==> src/rtl/tuner_lock_phy.sv <==
// rtl/tuner_lock_phy.sv - per-ring peak lock and three-point dither tracking stage
//
// Purpose:
//   Accepts one peak list from the tuner search stage, drives the ring tune
//   code to the selected peak, then tracks resonance with a three-point
//   dither (c, c-step, c+step). It steps the centre toward the highest
//   drop-port power. Lock is declared after LockCount consecutive stay
//   decisions.
//
// Ports:
//   i_clk, i_rst_n                     clock, synchronous active-low reset
//   i_peaks_val / o_peaks_rdy          peak list handshake
//   i_ring_tune_peaks, i_pwr_peaks     peak tune codes and peak powers
//   i_peaks_cnt, i_target_idx          valid entries, entry to lock to
//   i_clear                            abandon lock, return to IDLE
//   i_pwr_val / o_pwr_rdy, i_pwr_data  power-detect handshake and sample
//   o_ring_tune, o_ring_tune_val /
//     i_ring_tune_rdy                  tune write handshake
//   o_lock, o_lock_err, o_lock_pwr     lock status, invalid target, centre power
//   o_mon_state                        state encoding
//   o_mon_drift                        centre minus captured peak (optional)
//
// Optional feature macro: TUNER_LOCK_DRIFT_MON_EN
//   Adds o_mon_drift and parameter DriftLimit. If the centre wanders more
//   than DriftLimit codes from the captured peak, the block enters ERR.

module tuner_lock_phy #(
  parameter int DAC_WIDTH    = 8,
  parameter int ADC_WIDTH    = 8,
  parameter int NUM_TARGET   = 4,
  parameter int DitherStep   = 1,
  parameter int SettleCycles = 4,
  parameter int LockCount    = 3
`ifdef TUNER_LOCK_DRIFT_MON_EN
  ,
  parameter int DriftLimit   = 8
`endif
) (
  input  logic                          i_clk,
  input  logic                          i_rst_n,
  input  logic                          i_peaks_val,
  output logic                          o_peaks_rdy,
  input  logic [DAC_WIDTH-1:0]          i_ring_tune_peaks [NUM_TARGET],
  input  logic [ADC_WIDTH-1:0]          i_pwr_peaks [NUM_TARGET],
  input  logic [$clog2(NUM_TARGET):0]   i_peaks_cnt,
  input  logic [$clog2(NUM_TARGET)-1:0] i_target_idx,
  input  logic                          i_clear,
  input  logic                          i_pwr_val,
  output logic                          o_pwr_rdy,
  input  logic [ADC_WIDTH-1:0]          i_pwr_data,
  output logic [DAC_WIDTH-1:0]          o_ring_tune,
  output logic                          o_ring_tune_val,
  input  logic                          i_ring_tune_rdy,
  output logic                          o_lock,
  output logic                          o_lock_err,
  output logic [ADC_WIDTH-1:0]          o_lock_pwr,
`ifdef TUNER_LOCK_DRIFT_MON_EN
  output logic signed [DAC_WIDTH:0]     o_mon_drift,
`endif
  output logic [2:0]                    o_mon_state
);

  localparam int IW  = $clog2(NUM_TARGET);
  localparam int SCW = (SettleCycles > 1) ? $clog2(SettleCycles) : 1;
  localparam int LCW = $clog2(LockCount + 1);
  localparam logic [DAC_WIDTH-1:0] STEP     = DAC_WIDTH'(DitherStep);
  localparam logic [DAC_WIDTH-1:0] CODE_MAX = '1;

  typedef enum logic [2:0] {
    S_IDLE   = 3'd0,
    S_LOAD   = 3'd1,
    S_WRITE  = 3'd2,
    S_SETTLE = 3'd3,
    S_MEAS   = 3'd4,
    S_DECIDE = 3'd5,
    S_ERR    = 3'd6
  } state_t;

  typedef enum logic [1:0] {
    PH_CTR = 2'd0,
    PH_DN  = 2'd1,
    PH_UP  = 2'd2
  } phase_t;

  state_t               r_state;
  phase_t               r_phase;
  logic [DAC_WIDTH-1:0] r_peaks [NUM_TARGET];
  logic [ADC_WIDTH-1:0] r_pwr_peaks [NUM_TARGET];
  logic [IW:0]          r_cnt;
  logic [IW-1:0]        r_idx;
  logic [DAC_WIDTH-1:0] r_c;
  logic [ADC_WIDTH-1:0] r_p_ctr;
  logic [ADC_WIDTH-1:0] r_p_dn;
  logic [ADC_WIDTH-1:0] r_p_up;
  logic [SCW-1:0]       r_settle_cnt;
  logic [LCW-1:0]       r_stay_cnt;
  logic                 r_peaks_rdy;
  logic [DAC_WIDTH-1:0] r_ring_tune;
  logic                 r_tune_val;
  logic                 r_pwr_rdy;
  logic                 r_lock;
  logic                 r_lock_err;
  logic [ADC_WIDTH-1:0] r_lock_pwr;

  logic [DAC_WIDTH-1:0] w_code_dn;
  logic [DAC_WIDTH-1:0] w_code_up;
  logic [DAC_WIDTH-1:0] w_next_c;
  logic [DAC_WIDTH-1:0] w_peak_sel;
  logic [LCW-1:0]       w_stay_inc;
  logic                 w_move_up;
  logic                 w_move_dn;
  logic                 w_moved;
  logic                 w_idx_bad;
  logic                 w_drift_over;

  // Dither neighbours saturate at the code range ends
  assign w_code_dn = (r_c >= STEP) ? (r_c - STEP) : '0;
  assign w_code_up = (r_c <= (CODE_MAX - STEP)) ? (r_c + STEP) : CODE_MAX;

  // Up wins ties against down; both must strictly beat the centre
  assign w_move_up = (r_p_up > r_p_ctr) && (r_p_up >= r_p_dn);
  assign w_move_dn = !w_move_up && (r_p_dn > r_p_ctr);
  assign w_next_c  = w_move_up ? w_code_up : (w_move_dn ? w_code_dn : r_c);
  // A move clamped at a range end leaves the code unchanged and is a stay
  assign w_moved   = (w_next_c != r_c);

  assign w_peak_sel = r_peaks[r_idx];
  assign w_idx_bad  = ({1'b0, r_idx} >= r_cnt);
  assign w_stay_inc = (r_stay_cnt == LCW'(LockCount)) ? r_stay_cnt : (r_stay_cnt + LCW'(1));

`ifdef TUNER_LOCK_DRIFT_MON_EN
  logic signed [DAC_WIDTH:0] w_drift_next;
  logic signed [DAC_WIDTH:0] w_drift_abs;

  assign w_drift_next = $signed({1'b0, w_next_c}) - $signed({1'b0, w_peak_sel});
  assign w_drift_abs  = w_drift_next[DAC_WIDTH] ? -w_drift_next : w_drift_next;
  assign w_drift_over = $unsigned(w_drift_abs) > (DAC_WIDTH+1)'(DriftLimit);
  assign o_mon_drift  = $signed({1'b0, r_c}) - $signed({1'b0, w_peak_sel});
`else
  assign w_drift_over = 1'b0;
`endif

  always_ff @(posedge i_clk) begin
    if (!i_rst_n) begin
      r_state      <= S_IDLE;
      r_phase      <= PH_CTR;
      for (int k = 0; k < NUM_TARGET; k++) begin
        r_peaks[k]     <= '0;
        r_pwr_peaks[k] <= '0;
      end
      r_cnt        <= '0;
      r_idx        <= '0;
      r_c          <= '0;
      r_p_ctr      <= '0;
      r_p_dn       <= '0;
      r_p_up       <= '0;
      r_settle_cnt <= '0;
      r_stay_cnt   <= '0;
      r_peaks_rdy  <= 1'b0;
      r_ring_tune  <= '0;
      r_tune_val   <= 1'b0;
      r_pwr_rdy    <= 1'b0;
      r_lock       <= 1'b0;
      r_lock_err   <= 1'b0;
      r_lock_pwr   <= '0;
    end else if (i_clear) begin
      // Clear wins over any handshake completing on this edge
      r_state     <= S_IDLE;
      r_tune_val  <= 1'b0;
      r_pwr_rdy   <= 1'b0;
      r_lock      <= 1'b0;
      r_lock_err  <= 1'b0;
      r_stay_cnt  <= '0;
      r_peaks_rdy <= 1'b1;
    end else begin
      case (r_state)
        S_IDLE, S_ERR: begin
          r_peaks_rdy <= 1'b1;
          if (i_peaks_val && r_peaks_rdy) begin
            for (int k = 0; k < NUM_TARGET; k++) begin
              r_peaks[k]     <= i_ring_tune_peaks[k];
              r_pwr_peaks[k] <= i_pwr_peaks[k];
            end
            r_cnt       <= i_peaks_cnt;
            r_idx       <= i_target_idx;
            r_peaks_rdy <= 1'b0;
            r_lock_err  <= 1'b0;
            r_state     <= S_LOAD;
          end
        end

        S_LOAD: begin
          r_lock     <= 1'b0;
          r_stay_cnt <= '0;
          if (w_idx_bad) begin
            r_lock_err  <= 1'b1;
            r_peaks_rdy <= 1'b1;
            r_state     <= S_ERR;
          end else begin
            r_c         <= w_peak_sel;
            r_phase     <= PH_CTR;
            r_ring_tune <= w_peak_sel;
            r_tune_val  <= 1'b1;
            // Report the search-stage power of the chosen peak until the
            // first dither decision replaces it with a measured value
            r_lock_pwr  <= r_pwr_peaks[r_idx];
            r_state     <= S_WRITE;
          end
        end

        S_WRITE: begin
          if (i_ring_tune_rdy) begin
            r_tune_val   <= 1'b0;
            r_settle_cnt <= '0;
            r_state      <= S_SETTLE;
          end
        end

        S_SETTLE: begin
          if (r_settle_cnt == SCW'(SettleCycles - 1)) begin
            r_pwr_rdy <= 1'b1;
            r_state   <= S_MEAS;
          end else begin
            r_settle_cnt <= r_settle_cnt + SCW'(1);
          end
        end

        S_MEAS: begin
          if (i_pwr_val) begin
            r_pwr_rdy <= 1'b0;
            case (r_phase)
              PH_CTR: begin
                r_p_ctr     <= i_pwr_data;
                r_phase     <= PH_DN;
                r_ring_tune <= w_code_dn;
                r_tune_val  <= 1'b1;
                r_state     <= S_WRITE;
              end
              PH_DN: begin
                r_p_dn      <= i_pwr_data;
                r_phase     <= PH_UP;
                r_ring_tune <= w_code_up;
                r_tune_val  <= 1'b1;
                r_state     <= S_WRITE;
              end
              default: begin
                r_p_up  <= i_pwr_data;
                r_state <= S_DECIDE;
              end
            endcase
          end
        end

        S_DECIDE: begin
          r_lock_pwr <= r_p_ctr;
          r_c        <= w_next_c;
          r_phase    <= PH_CTR;
          if (w_moved) begin
            r_stay_cnt <= '0;
            r_lock     <= 1'b0;
          end else begin
            r_stay_cnt <= w_stay_inc;
            if (w_stay_inc == LCW'(LockCount)) begin
              r_lock <= 1'b1;
            end
          end
          if (w_drift_over) begin
            r_lock      <= 1'b0;
            r_lock_err  <= 1'b1;
            r_peaks_rdy <= 1'b1;
            r_state     <= S_ERR;
          end else begin
            r_ring_tune <= w_next_c;
            r_tune_val  <= 1'b1;
            r_state     <= S_WRITE;
          end
        end

        default: r_state <= S_IDLE;
      endcase
    end
  end

  assign o_peaks_rdy     = r_peaks_rdy;
  assign o_pwr_rdy       = r_pwr_rdy;
  assign o_ring_tune     = r_ring_tune;
  assign o_ring_tune_val = r_tune_val;
  assign o_lock          = r_lock;
  assign o_lock_err      = r_lock_err;
  assign o_lock_pwr      = r_lock_pwr;
  assign o_mon_state     = r_state;

endmodule

==> config.mk <==
export PLATFORM = sky130hd
export DESIGN_NAME = tuner_lock_phy
export DESIGN_NICKNAME = d
export VERILOG_FILES = /design/src/rtl/tuner_lock_phy.sv
export SDC_FILE = /design/constraint.sdc
export NUM_CORES = 1
export LEC_CHECK = 0
export ABC_AREA = 1
export CAP_MARGIN = 10
export CORE_ASPECT_RATIO = 0.5
export CORE_UTILIZATION = 60
export DETAILED_ROUTE_END_ITERATION = 7
export GPL_TIMING_DRIVEN = 1
export PLACE_DENSITY = 0.86
export REMOVE_ABC_BUFFERS = 1
export SETUP_SLACK_MARGIN = 0.1
export SYNTH_ARGS = -nofsm -noshare
export SYNTH_HDL_FRONTEND = slang
export SYNTH_SLANG_ARGS = --single-unit
export TNS_END_PERCENT = 10
==> constraint.sdc <==
create_clock -name i_clk -period 8.91 [get_ports i_clk]
set_input_delay 1.3365 -clock i_clk [delete_from_list [all_inputs] [get_ports i_clk]]
set_output_delay 1.3365 -clock i_clk [all_outputs]
set_load 0.02 [all_outputs]
==> results.yml <==
setup_path:
  worstPathArrival_ns: 3.18
  crit_slowest_cell: "nand2_8"
  path_buf_inv: 3
  start_kind: "input port"
  worstReg2RegStart: "r_idx[0]"
  path_max_fanout: 64
  timing.rr.end: "r_peaks[1][7]"
  required_ns: 9.04
  crit_path_end_kind: "flip-flop"
  worst-r2r-cell-count: 14
  critPathMaxStageDelay_ns: 0.69
  reg2reg_setup_slack_ns: 6.14
  crit_type: "in -> reg"
  cpLargestDelayFamily: "simple AND/OR/NAND/NOR gates"
  crit_chain: "clkdlybuf4s50_1 > inv_1 > nand2_2 > inv_4 > nand2_8 > nor2_1"
power:
  p_leak_nw: 3.88
  vdd_drop_max_v: 0.000109
  p_per_area_mw_per_mm2: 167
floorplan:
  ioPinCount: 107
  num_rows: 28
  die_width_microns: 161
  die-area_sq_mm: 0.0131
  start_util: 0.630
  design.core.area_sq_mm: 0.0121
  die_y_microns: 81.5
routing:
  ant_nets: 0
  drtIter0Drc: 627
  wire_per_inst_microns: 14.7
  viasPerCell: 5.46
  vias: 6404
  drc_errors: 0
  dr.pass1.iters: 5
  routed_wl_mm: 17.2
synth:
  synth-xor-area-share: 0
  synthCells: 898
  synth_area_leader_cell: "edfxtp_1"
  synth_top_family_by_area: "simple AND/OR/NAND/NOR gates"
  synth.most_common_cell: "inv_1"
  syn_area_per_cell_sq_um: 8.45
  synthTopCellsByCount: "inv_1, nand2_1, o21ai_0"
  asyncSetResetFlopFracSynth: 0
  ys_warn_count: 0
  muxShareOfSynthArea: 0
  ys_ff_latch: 133
  synthSimpleGateAreaFrac: 0.255
  yosys-top-cells-area: "edfxtp_1, dfxtp_1, nor2_4"
  synth-edff-count: 64
  synthAdderAreaFrac: 0.0511
  ys_types: 44
  syn_area_sq_mm: 0.00759
  ys_seq_area_frac: 0.435
  synth_compound_area_frac: 0.153
  synth_flop_cell: "dfxtp_1"
  synth_top_area_share: 0.253
layout:
  fillers: 857
  antennaDiodeCount: 0
  drive_above_1_share: 0.126
  nets: 1109
  syn_to_final_growth_pct: 21.6
sta:
  finalSetupTns_ns: 0
  finalHoldViolCount: 0
  tightest_slew_ns: 1.03
  setup_viol: 0
  fmax_mhz: 328
  rsz0062_at_grt: "no"
  worst_slack_ns: 5.86
  period_share: 0.342
  min_period_ns: 3.05
  finalMaxSlewViolations: 0
  clock-skew-final_ns: 0.0101
  slew_headroom: 0.314
cts:
  hold_buffers: 0
  clkSinkCount: 133
  clock_latency_ns: 0.42
  clock_path_buffers: 2
  cts_repair_resize_count: 0
  clk_pin_slew_worst_paths_ns: 0.06
  htree_levels: 4
  cts_buffers: 17
  root_buffer: "clkbuf_16"
  tritoncts: "built"
  post-cts-setup-buffer-count: 0
placement:
  dpl.hpwl_mm: 11.8
  portBuffers: 106
  gp_congestion: 0.949
  place_ws_ns: 5.43
global_route:
  antenna_found_initial: 0
  grt_util_all_layers: 0.274
  grt_pass1_vias: 5872
  grt_overflow: 0
  grt_pass1_wl_mm: 28.2
  grt_max_degree: 67
min_path:
  whs_path_depth: 2
  hp-start: "r_cnt[2]"
  hold_path.class: "reg -> reg"
  min_to: "r_cnt[2]"
run_status:
  outcome: "finished, final reports clean"
job:
  drv_cap: 0
-- layer usage --
layer | track usage | wire [microns] | up-vias
met5 | 0 | 0 | -
met4 | 0.0991 | 238 | 0
met3 | 0.0404 | 1260 | 27
met2 | 0.451 | 7990 | 279
met1 | 0.372 | 7700 | 2935
li1 | - | - | 3163
-- worst max path at each step --
stage	from	to	slack, ns	cells past startpoint
2_1_floorplan	i_peaks_val	flip-flop	5.39	5
3_3_place_gp	i_clear	r_pwr_peaks[3][7]	5.50	6
3_5_place_dp	i_clear	r_peaks[1][7]	5.43	6
4_1_cts	i_clear	r_peaks[1][7]	5.86	6
5_1_grt	i_clear	r_peaks[2][7]	5.78	6
6_report	i_clear	r_peaks[1][7]	5.86	6
-- power by group --
group          internal [mW]  switching, mW  leakage, nW
registers              0.669         0.0114         1.23
logic                 0.0723          0.106         2.39
clock network          0.391          0.288        0.266
total                   1.13          0.405         3.88
-- cell type report --
class,count,area (sq um),share of cell area
Multi-Input combinational cell,584,3490,0.378
Clock inverter,14,141,0.0153
Tap cell,165,206,0.0224
Timing Repair Buffer,111,1100,0.119
Inverter,148,559,0.0606
Sequential cell,133,3300,0.358
Clock buffer,18,429,0.0465
-- sequential cells by signal (all words and copies together) (netlist names), named ones only --
register and cells:
o_lock 1, o_lock_err 1, o_lock_pwr 8, o_mon_state 3, o_peaks_rdy 1, o_pwr_rdy 1, o_ring_tune 8, o_ring_tune_val 1
r_c 8, r_cnt 3, r_idx 2, r_p_ctr 8, r_p_dn 8, r_p_up 8, r_peaks 32, r_phase 2
r_pwr_peaks 32, r_settle_cnt 2, r_stay_cnt 2
-- per-stage QoR --
| step | util | std cells | hold WS [ns] | area, sq um | total power, mW |
|---|---|---|---|---|---|
| 2_1_floorplan | - | 865 | 0.446 | 7350 | 0.792 |
| 5_1_grt | 0.766 | 1173 | 0.495 | 9230 | 1.58 |
| 3_5_place_dp | 0.718 | 1141 | 0.460 | 8660 | 0.868 |
| 4_1_cts | 0.766 | 1173 | 0.469 | 9230 | 1.54 |
| 3_3_place_gp | 0.718 | 1141 | 0.455 | 8660 | 0.863 |
| 6_report | 0.766 | 1173 | 0.468 | 9230 | 1.54 |
-- worst reg2reg max path: cells and delay by family (launching register included) --
family,cells,cell delay (ns)
simple gates,8,1.44
flops,1,0.32
buf+inv,4,0.30
fa+ha+maj,1,0.27
compound gates,1,0.16
-- kinds of logic after synthesis --
logic type / count (synthesis)
buffers and inverters: 181
AND/OR/NAND/NOR: 343
AO/OA/AOI/OAI: 210
adder cells (fa/ha/maj): 31
flip-flops: 133
-- layout by cell type, fill, tap and decap left out, drive strengths merged, types with 2 or more instances in the layout --
master / instances
a21o: 3
a21oi: 66
a221oi: 2
a31oi: 9
a41oi: 2
buf: 5
clkbuf: 18
clkdlybuf4s50: 106
clkinv: 4
clkinvlp: 4
dfxtp: 69
edfxtp: 64
ha: 31
inv: 153
nand2: 136
nand3: 32
nand4: 10
nor2: 149
nor3: 10
nor4: 4
o211ai: 12
o21ai: 93
o22ai: 16
o31ai: 2
or2: 2
Note: power is estimated with default switching activity, not from simulation.
